`src/rtl/cpu_pkg.sv`:
```
// Shared types and default constants for the unified memory port arbiter.
package cpu_pkg;

   typedef enum logic {
      IDLE,
      WAIT
   } arb_state_t;

   typedef enum logic [1:0] {
      OWN_NONE,
      OWN_I,
      OWN_D
   } arb_owner_t;

   localparam int unsigned MEM_LAT_DEF    = 1;
   localparam int unsigned STREAK_MAX_DEF = 4;

endpackage

```
`src/rtl/mem_port_arbiter.sv`:
```
// Arbitrates fetch and load/store requests onto one single-ported memory.
// Data wins by default; a streak counter forces a fetch through after STREAK_MAX
// consecutive data grants made while a fetch was waiting.
module mem_port_arbiter
   import cpu_pkg::*;
#(
   parameter int unsigned MEM_LAT    = MEM_LAT_DEF,
   parameter int unsigned STREAK_MAX = STREAK_MAX_DEF,
   parameter int unsigned AW         = 32,
   parameter int unsigned DW         = 32
) (
   input  logic            clk,
   input  logic            reset,
   input  logic            i_req,
   input  logic [AW-1:0]   i_addr,
   output logic            i_gnt,
   output logic            i_rvalid,
   output logic [DW-1:0]   i_rdata,
   input  logic            d_req,
   input  logic [AW-1:0]   d_addr,
   input  logic [DW/8-1:0] d_we,
   input  logic [DW-1:0]   d_wdata,
   output logic            d_gnt,
   output logic            d_rvalid,
   output logic [DW-1:0]   d_rdata,
   output logic            m_en,
   output logic [AW-1:0]   m_addr,
   output logic [DW/8-1:0] m_dwe,
   output logic [DW-1:0]   m_wdata,
   input  logic [DW-1:0]   m_rdata
);

   localparam int unsigned LW = $clog2(MEM_LAT + 1);
   localparam int unsigned SW = $clog2(STREAK_MAX + 1);

   arb_state_t      r_state,   w_state_nxt;
   arb_owner_t      r_owner,   w_owner_nxt;
   logic [LW-1:0]   r_lat_cnt, w_lat_cnt_nxt;
   logic [SW-1:0]   r_streak,  w_streak_nxt;
   logic            r_d_store, w_d_store_nxt;

   logic            w_resp;
   logic            w_grant_ok;
   logic            w_gnt_i;
   logic            w_gnt_d;

   // Response cycle doubles as the earliest slot for the next command.
   assign w_resp     = (r_state == WAIT) && (r_lat_cnt == LW'(1));
   assign w_grant_ok = (r_state == IDLE) || w_resp;
   assign w_gnt_d    = w_grant_ok && d_req && !(i_req && (r_streak == SW'(STREAK_MAX)));
   assign w_gnt_i    = w_grant_ok && !w_gnt_d && i_req;

   // State registers with synchronous reset; an in-flight transaction is simply dropped.
   always_ff @(posedge clk) begin
      if (reset) begin
         r_state   <= IDLE;
         r_owner   <= OWN_NONE;
         r_lat_cnt <= '0;
         r_streak  <= '0;
         r_d_store <= 1'b0;
      end else begin
         r_state   <= w_state_nxt;
         r_owner   <= w_owner_nxt;
         r_lat_cnt <= w_lat_cnt_nxt;
         r_streak  <= w_streak_nxt;
         r_d_store <= w_d_store_nxt;
      end
   end

   // Next-state: FSM, latency down-counter, store flag and streak counter.
   always_comb begin
      w_state_nxt   = r_state;
      w_owner_nxt   = r_owner;
      w_lat_cnt_nxt = r_lat_cnt;
      w_streak_nxt  = r_streak;
      w_d_store_nxt = r_d_store;

      if (w_gnt_d || w_gnt_i) begin
         w_state_nxt   = WAIT;
         w_owner_nxt   = w_gnt_d ? OWN_D : OWN_I;
         w_lat_cnt_nxt = LW'(MEM_LAT);
         w_d_store_nxt = w_gnt_d && (d_we != '0);
      end else if (r_state == WAIT) begin
         w_lat_cnt_nxt = r_lat_cnt - LW'(1);
         if (w_resp) begin
            w_state_nxt = IDLE;
            w_owner_nxt = OWN_NONE;
         end
      end

      if (w_gnt_i) begin
         w_streak_nxt = '0;
      end else if (w_gnt_d) begin
         if (!i_req) begin
            w_streak_nxt = '0;
         end else if (r_streak != SW'(STREAK_MAX)) begin
            w_streak_nxt = r_streak + SW'(1);
         end
      end
   end

   // Outputs: grant mux onto the memory port and response steering; all quiet in reset.
   always_comb begin
      i_gnt    = 1'b0;
      d_gnt    = 1'b0;
      m_en     = 1'b0;
      m_addr   = '0;
      m_dwe    = '0;
      m_wdata  = '0;
      i_rvalid = 1'b0;
      i_rdata  = '0;
      d_rvalid = 1'b0;
      d_rdata  = '0;
      if (!reset) begin
         i_gnt = w_gnt_i;
         d_gnt = w_gnt_d;
         m_en  = w_gnt_i || w_gnt_d;
         if (w_gnt_d) begin
            m_addr  = d_addr;
            m_dwe   = d_we;
            m_wdata = d_wdata;
         end else if (w_gnt_i) begin
            m_addr = i_addr;
         end
         if (w_resp && (r_owner == OWN_I)) begin
            i_rvalid = 1'b1;
            i_rdata  = m_rdata;
         end
         if (w_resp && (r_owner == OWN_D)) begin
            d_rvalid = 1'b1;
            if (!r_d_store) begin
               d_rdata = m_rdata;
            end
         end
      end
   end

endmodule
```
`config.mk`:
```
export PLATFORM = sky130hd
export DESIGN_NAME = mem_port_arbiter
export DESIGN_NICKNAME = d
export VERILOG_FILES = /design/src/rtl/cpu_pkg.sv /design/src/rtl/mem_port_arbiter.sv
export SDC_FILE = /design/constraint.sdc
export NUM_CORES = 1
export LEC_CHECK = 0
export BUFFER_PORTS_ARGS = -buffer_cell sky130_fd_sc_hd__buf_2
export CAP_MARGIN = 25
export CORE_AREA = 2 2 107 109
export DETAILED_ROUTE_END_ITERATION = 6
export DIE_AREA = 0 0 109 111
export PLACE_DENSITY_LB_ADDON = 0.05
export SLEW_MARGIN = 0
export SYNTH_ARGS = -nofsm -noshare
export SYNTH_HDL_FRONTEND = slang
export SYNTH_SLANG_ARGS = --single-unit
```
`constraint.sdc`:
```
create_clock -name clk -period 2.1 [get_ports clk]
set_clock_uncertainty 0.15 [all_clocks]
set_input_delay 0.105 -clock clk [delete_from_list [all_inputs] [get_ports clk]]
set_output_delay 0.105 -clock clk [all_outputs]
set_load 0.01 [all_outputs]
```
# Word-level counts from Yosys, hierarchy flattened
# Cells that the tools add are included.
[classes]
addsub = 2
n_eq_ne = 5
n_mux = 30
bitwise_logic = 1
reduce_logical = 19
[ops]
columns = ["cell", "count"]
rows = [
  ["$mux 32", 10],
  ["$mux 1", 12],
  ["$logic_and 1x1->1", 9],
  ["$mux 2", 4],
  ["$mux 4", 2],
  ["$mux 3", 2],
  ["$reduce_and 2->1", 2],
  ["$reduce_bool 2->1", 2],
  ["$reduce_bool 4->1", 1],
  ["$add 3x1->3 const B", 1],
  ["$eq 3x3->1 const B", 1],
  ["$ne 3x3->1 const B", 1],
  ["$eq 2x1->1 const B", 1],
  ["$eq 2x2->1 const B", 1],
  ["$logic_not 1->1", 2],
  ["$logic_or 1x1->1", 2],
  ["$ne 2x1->1 const B", 1],
  ["$reduce_or 2->1", 1],
  ["$not 1->1", 1],
  ["$sub 1x1->1 const B", 1],
]
[word_totals]
ff_bits = 8
word_cells = 62

# Depth between registers and ports, before layout
[logic_depth]
ltp_word = 10
ltp_mapped = 7
ltp_nobuf = 5

# Least setup slack after synthesis
# Ideal clock, no wire load.
[synth_path]
path_type = "flip-flop to output port"
startpoint = "register r_streak[0]"
endpoint = "output m_dwe[0]"
t_arrival_ns = 1.526
setup_slack_ns = 0.319
stages_incl_launch_ff = 7
path_cell_list = "dfxtp_1 > inv_1 > ha_1 > and3_1 > nor4_4 > buf_6 > and2_1"
[synth_via]
elab_chain_len = 6
[synth_rtl]
columns = ["element", "line_no", "text"]
rows = [
  ["from (decl)", "mem_port_arbiter.sv:39", "logic [SW-1:0] r_streak, w_streak_nxt;"],
  ["from (signal assigned)", "mem_port_arbiter.sv:65", "r_streak <= w_streak_nxt;"],
  ["$eq 3x3->1", "mem_port_arbiter.sv:50", "assign w_gnt_d = w_grant_ok && d_req && !(i_req && (r_streak == SW'(STREAK_MAX)));"],
  ["$logic_and 1x1->1", "mem_port_arbiter.sv:50", ""],
  ["$logic_not 1->1", "mem_port_arbiter.sv:50", ""],
  ["$logic_and 1x1->1", "mem_port_arbiter.sv:50", ""],
  ["$mux 4", "mem_port_arbiter.sv:118", "if (w_gnt_d) begin"],
  ["$mux 4", "mem_port_arbiter.sv:114", "if (!reset) begin"],
  ["to (decl)", "mem_port_arbiter.sv:28", "output logic [DW/8-1:0] m_dwe,"],
]
# Every way passes these cells.

# Final worst setup path
[layout_path]
startpoint = "register r_streak[1]"
endpoint = "output m_addr[13]"
[layout_via]
elab_chain_len = 10
[layout_rtl]
columns = ["element", "line_no", "text"]
rows = [
  ["$eq 3x3->1 (*)", "mem_port_arbiter.sv:50", ""],
  ["$logic_and 1x1->1 (*)", "mem_port_arbiter.sv:50", ""],
  ["$logic_not 1->1 (*)", "mem_port_arbiter.sv:50", ""],
  ["$logic_and 1x1->1 (*)", "mem_port_arbiter.sv:50", ""],
  ["$logic_not 1->1", "mem_port_arbiter.sv:51", "assign w_gnt_i = w_grant_ok && !w_gnt_d && i_req;"],
  ["$logic_and 1x1->1 (2 in a row)", "mem_port_arbiter.sv:51", ""],
  ["$mux 32", "mem_port_arbiter.sv:122", "end else if (w_gnt_i) begin"],
  ["$mux 32 (*)", "mem_port_arbiter.sv:118", ""],
  ["$mux 32 (*)", "mem_port_arbiter.sv:114", ""],
  ["to (decl)", "mem_port_arbiter.sv:27", "output logic [AW-1:0] m_addr,"],
]
# Mark *: on every way between the ends. The rest lies on a longest branch, timed or not.

==> results.json <==
{
  "yosysWarningCount": 0,
  "fp-row-count": 39,
  "avgSynthCellArea_um2": 6.36,
  "grt_antenna_before_repair": 0,
  "end_kind": "primary output",
  "insertion_delay_ns": 0.23,
  "finalNetCount": 688,
  "hold_path.class": "in2reg",
  "min_from": "d_we[3]",
  "critPathLaunch": "r_streak[1]",
  "tritoncts": "yes",
  "pin_count": 273,
  "routed_wl_mm": 9.50,
  "async_flop_share_pct": 0,
  "ys.flop_type": "dfxtp_1",
  "required_ns": 1.85,
  "p_leak_uw": 0.00205,
  "area_growth_pct": 93.8,
  "clkTransAtPathRegs_ns": 0.04,
  "portBuffers": 272,
  "antenna_left": 0,
  "initial_core_util_pct": 16.7,
  "vias_per_cell": 4.53,
  "layout-drive-gt1-share_pct": 56.6,
  "synth-edff-count": 0,
  "grt_use_total_pct": 14.4,
  "core_area_um2": 11100,
  "routedWlPerCell_um": 13.8,
  "worstSetupStartpointType": "register",
  "clock-sinks": 8,
  "htreeDepth": 1,
  "die_h_um": 111,
  "crit_fanout": 33,
  "grt-ovfl-total": 0,
  "vdd_drop_max_uv": 132,
  "yosysSeqAreaShare_pct": 8.65,
  "cts_buffers": 3,
  "ys_types": 31,
  "syn_inst": 291,
  "syn_nets": 429,
  "gp_congestion": 0.767,
  "finalCritPeriodShare_pct": 94.4,
  "finalHoldViolations": 0,
  "grt_pass1_vias": 2882,
  "drv_cap": 0,
  "cp.arrival_ns": 1.73,
  "grt_max_degree": 45,
  "grt_pass1_wl_mm": 14.1,
  "power.density_nw_per_um2": 276,
  "vias": 3129,
  "drc": 0,
  "drtIter0Drc": 157,
  "slew_violations": 0,
  "cts_buffer_depth": 2,
  "final.min_clock_period_ns": 1.98,
  "num-fill-cells": 1228,
  "rsz0062_at_grt": "false",
  "setup_tns_ns": 0,
  "ys_ff_latch": 8,
  "reg2reg_from": "r_streak[1]",
  "critPathKind": "reg2out",
  "syn_area_um2": 1850,
  "status": "completed",
  "maxSlewHeadroom_pct": 73.0,
  "worst_pin_slew_ns": 0.405,
  "dieArea_um2": 12100,
  "finalSetupViolations": 0,
  "cts-root-buf": "clkbuf_16",
  "fin_util_pct": 32.4,
  "diodes": 0,
  "hpwl_mm": 7.33,
  "die_w_um": 109,
  "max_freq_ghz": 0.504,
  "drtPass1Iterations": 4
}
critical path, stage by stage (launching register included):
cell and delay [ns]:
dfxtp_2 0.32, inv_1 0.04, ha_2 0.18, buf_4 0.14, nand3_1 0.12, buf_12 0.20
nand4_1 0.15, a21oi_1 0.18, buf_2 0.15
what timing repair did:
item                                    in CTS  in global routing
hold buffers                                 0                  0
cloned                                       2                  0
gates resized for setup                     13                  3
pin swaps                                    2                  1
endpoints found under the setup margin      17                 80
buffers inserted                             6                  0
stage by stage:
stage	cells	area (um^2)	hold WS, ns	power [uW]	setup slack (ns)
2_1_floorplan	291	1850	0.192	400	0.319
3_3_place_gp	680	3370	0.318	645	0.225
3_5_place_dp	680	3370	0.334	643	0.201
4_1_cts	691	3580	0.0962	997	0.00230
5_1_grt	691	3590	0.137	1060	0.0138
6_report	691	3590	0.0913	990	0.118
final timing paths:
path	end	slack [ns]	depth (start not counted)
worst min-delay path	r_d_store	0.09	4
worst min register to register	r_lat_cnt	0.35	2
worst max register to register	r_streak[1]	0.38	6
worst max-delay path	m_addr[13]	0.12	8
placed cells by master (no fill, tap or decap), types with 3 or more instances in the layout:
cell type  instances
nor3_1             4
and2_4             5
a21oi_1           36
and2_1            95
nand4_1           65
buf_12             4
dfxtp_1            6
nand2b_1           3
nor2_1             5
inv_1              4
buf_2            271
clkbuf_16          3
buf_4             14
cells in the mapped netlist, types with 2 or more instances:
master / n / area [um^2]
inv_1: 4 / 15.0
nand2b_1: 4 / 25.0
nor4_1: 2 / 12.5
buf_1: 3 / 11.3
and2_1: 100 / 626
nand3_1: 2 / 10.0
nand4_1: 65 / 407
nor2_1: 5 / 18.8
ha_1: 2 / 25.0
buf_2: 13 / 65.1
buf_6: 3 / 33.8
a21oi_1: 36 / 180
nor2b_1: 2 / 12.5
dfxtp_1: 8 / 160
nor3_1: 4 / 20.0
and3_1: 2 / 12.5
clkbuf_1: 20 / 75.1
nand2_1: 2 / 7.51
o31ai_1: 2 / 15.0
metal layers:
| layer | vias to the layer above | global-route usage (%) | wire, um |
|---|---|---|---|
| li1 | 1559 | - | - |
| met1 | 1397 | 15.9 | 3580 |
| met2 | 164 | 28.2 | 4970 |
| met3 | 9 | 1.82 | 838 |
| met4 | 0 | 3.68 | 116 |
| met5 | - | 0 | 0 |
state kept, by name, indices dropped and copies added, names as in the netlist:
register,cells
r_streak,3
r_owner,2
r_d_store,1
r_lat_cnt,1
r_state,1
cell type report:
cell class,count,area [um^2],share of cell area (%)
inverters,4,15.0,0.419
well taps,143,179,4.99
flip-flops and latches,8,163,4.53
repair buffers,293,1620,45.1
clock buffers,3,75.1,2.09
multi-input cells,240,1540,42.8
report_power, final:
| part | leakage, uW | internal (uW) | switching [uW] | total (uW) |
|---|---|---|---|---|
| Sequential | 0.0000669 | 162 | 8.35 | 170 |
| Combinational | 0.00195 | 247 | 252 | 499 |
| Clock | 0.0000370 | 246 | 75.4 | 321 |
| Total | 0.00205 | 654 | 335 | 990 |
cell families after synthesis:
family / after synthesis / share of synthesized area, %
buffers and inverters: 43 / 10.8
DFF: 8 / 8.65
adders and majority gates: 2 / 1.35
and+or+nand+nor: 193 / 65.7
AOI/OAI and AO/OA: 45 / 13.5
Power figures use the tool's default switching activity.
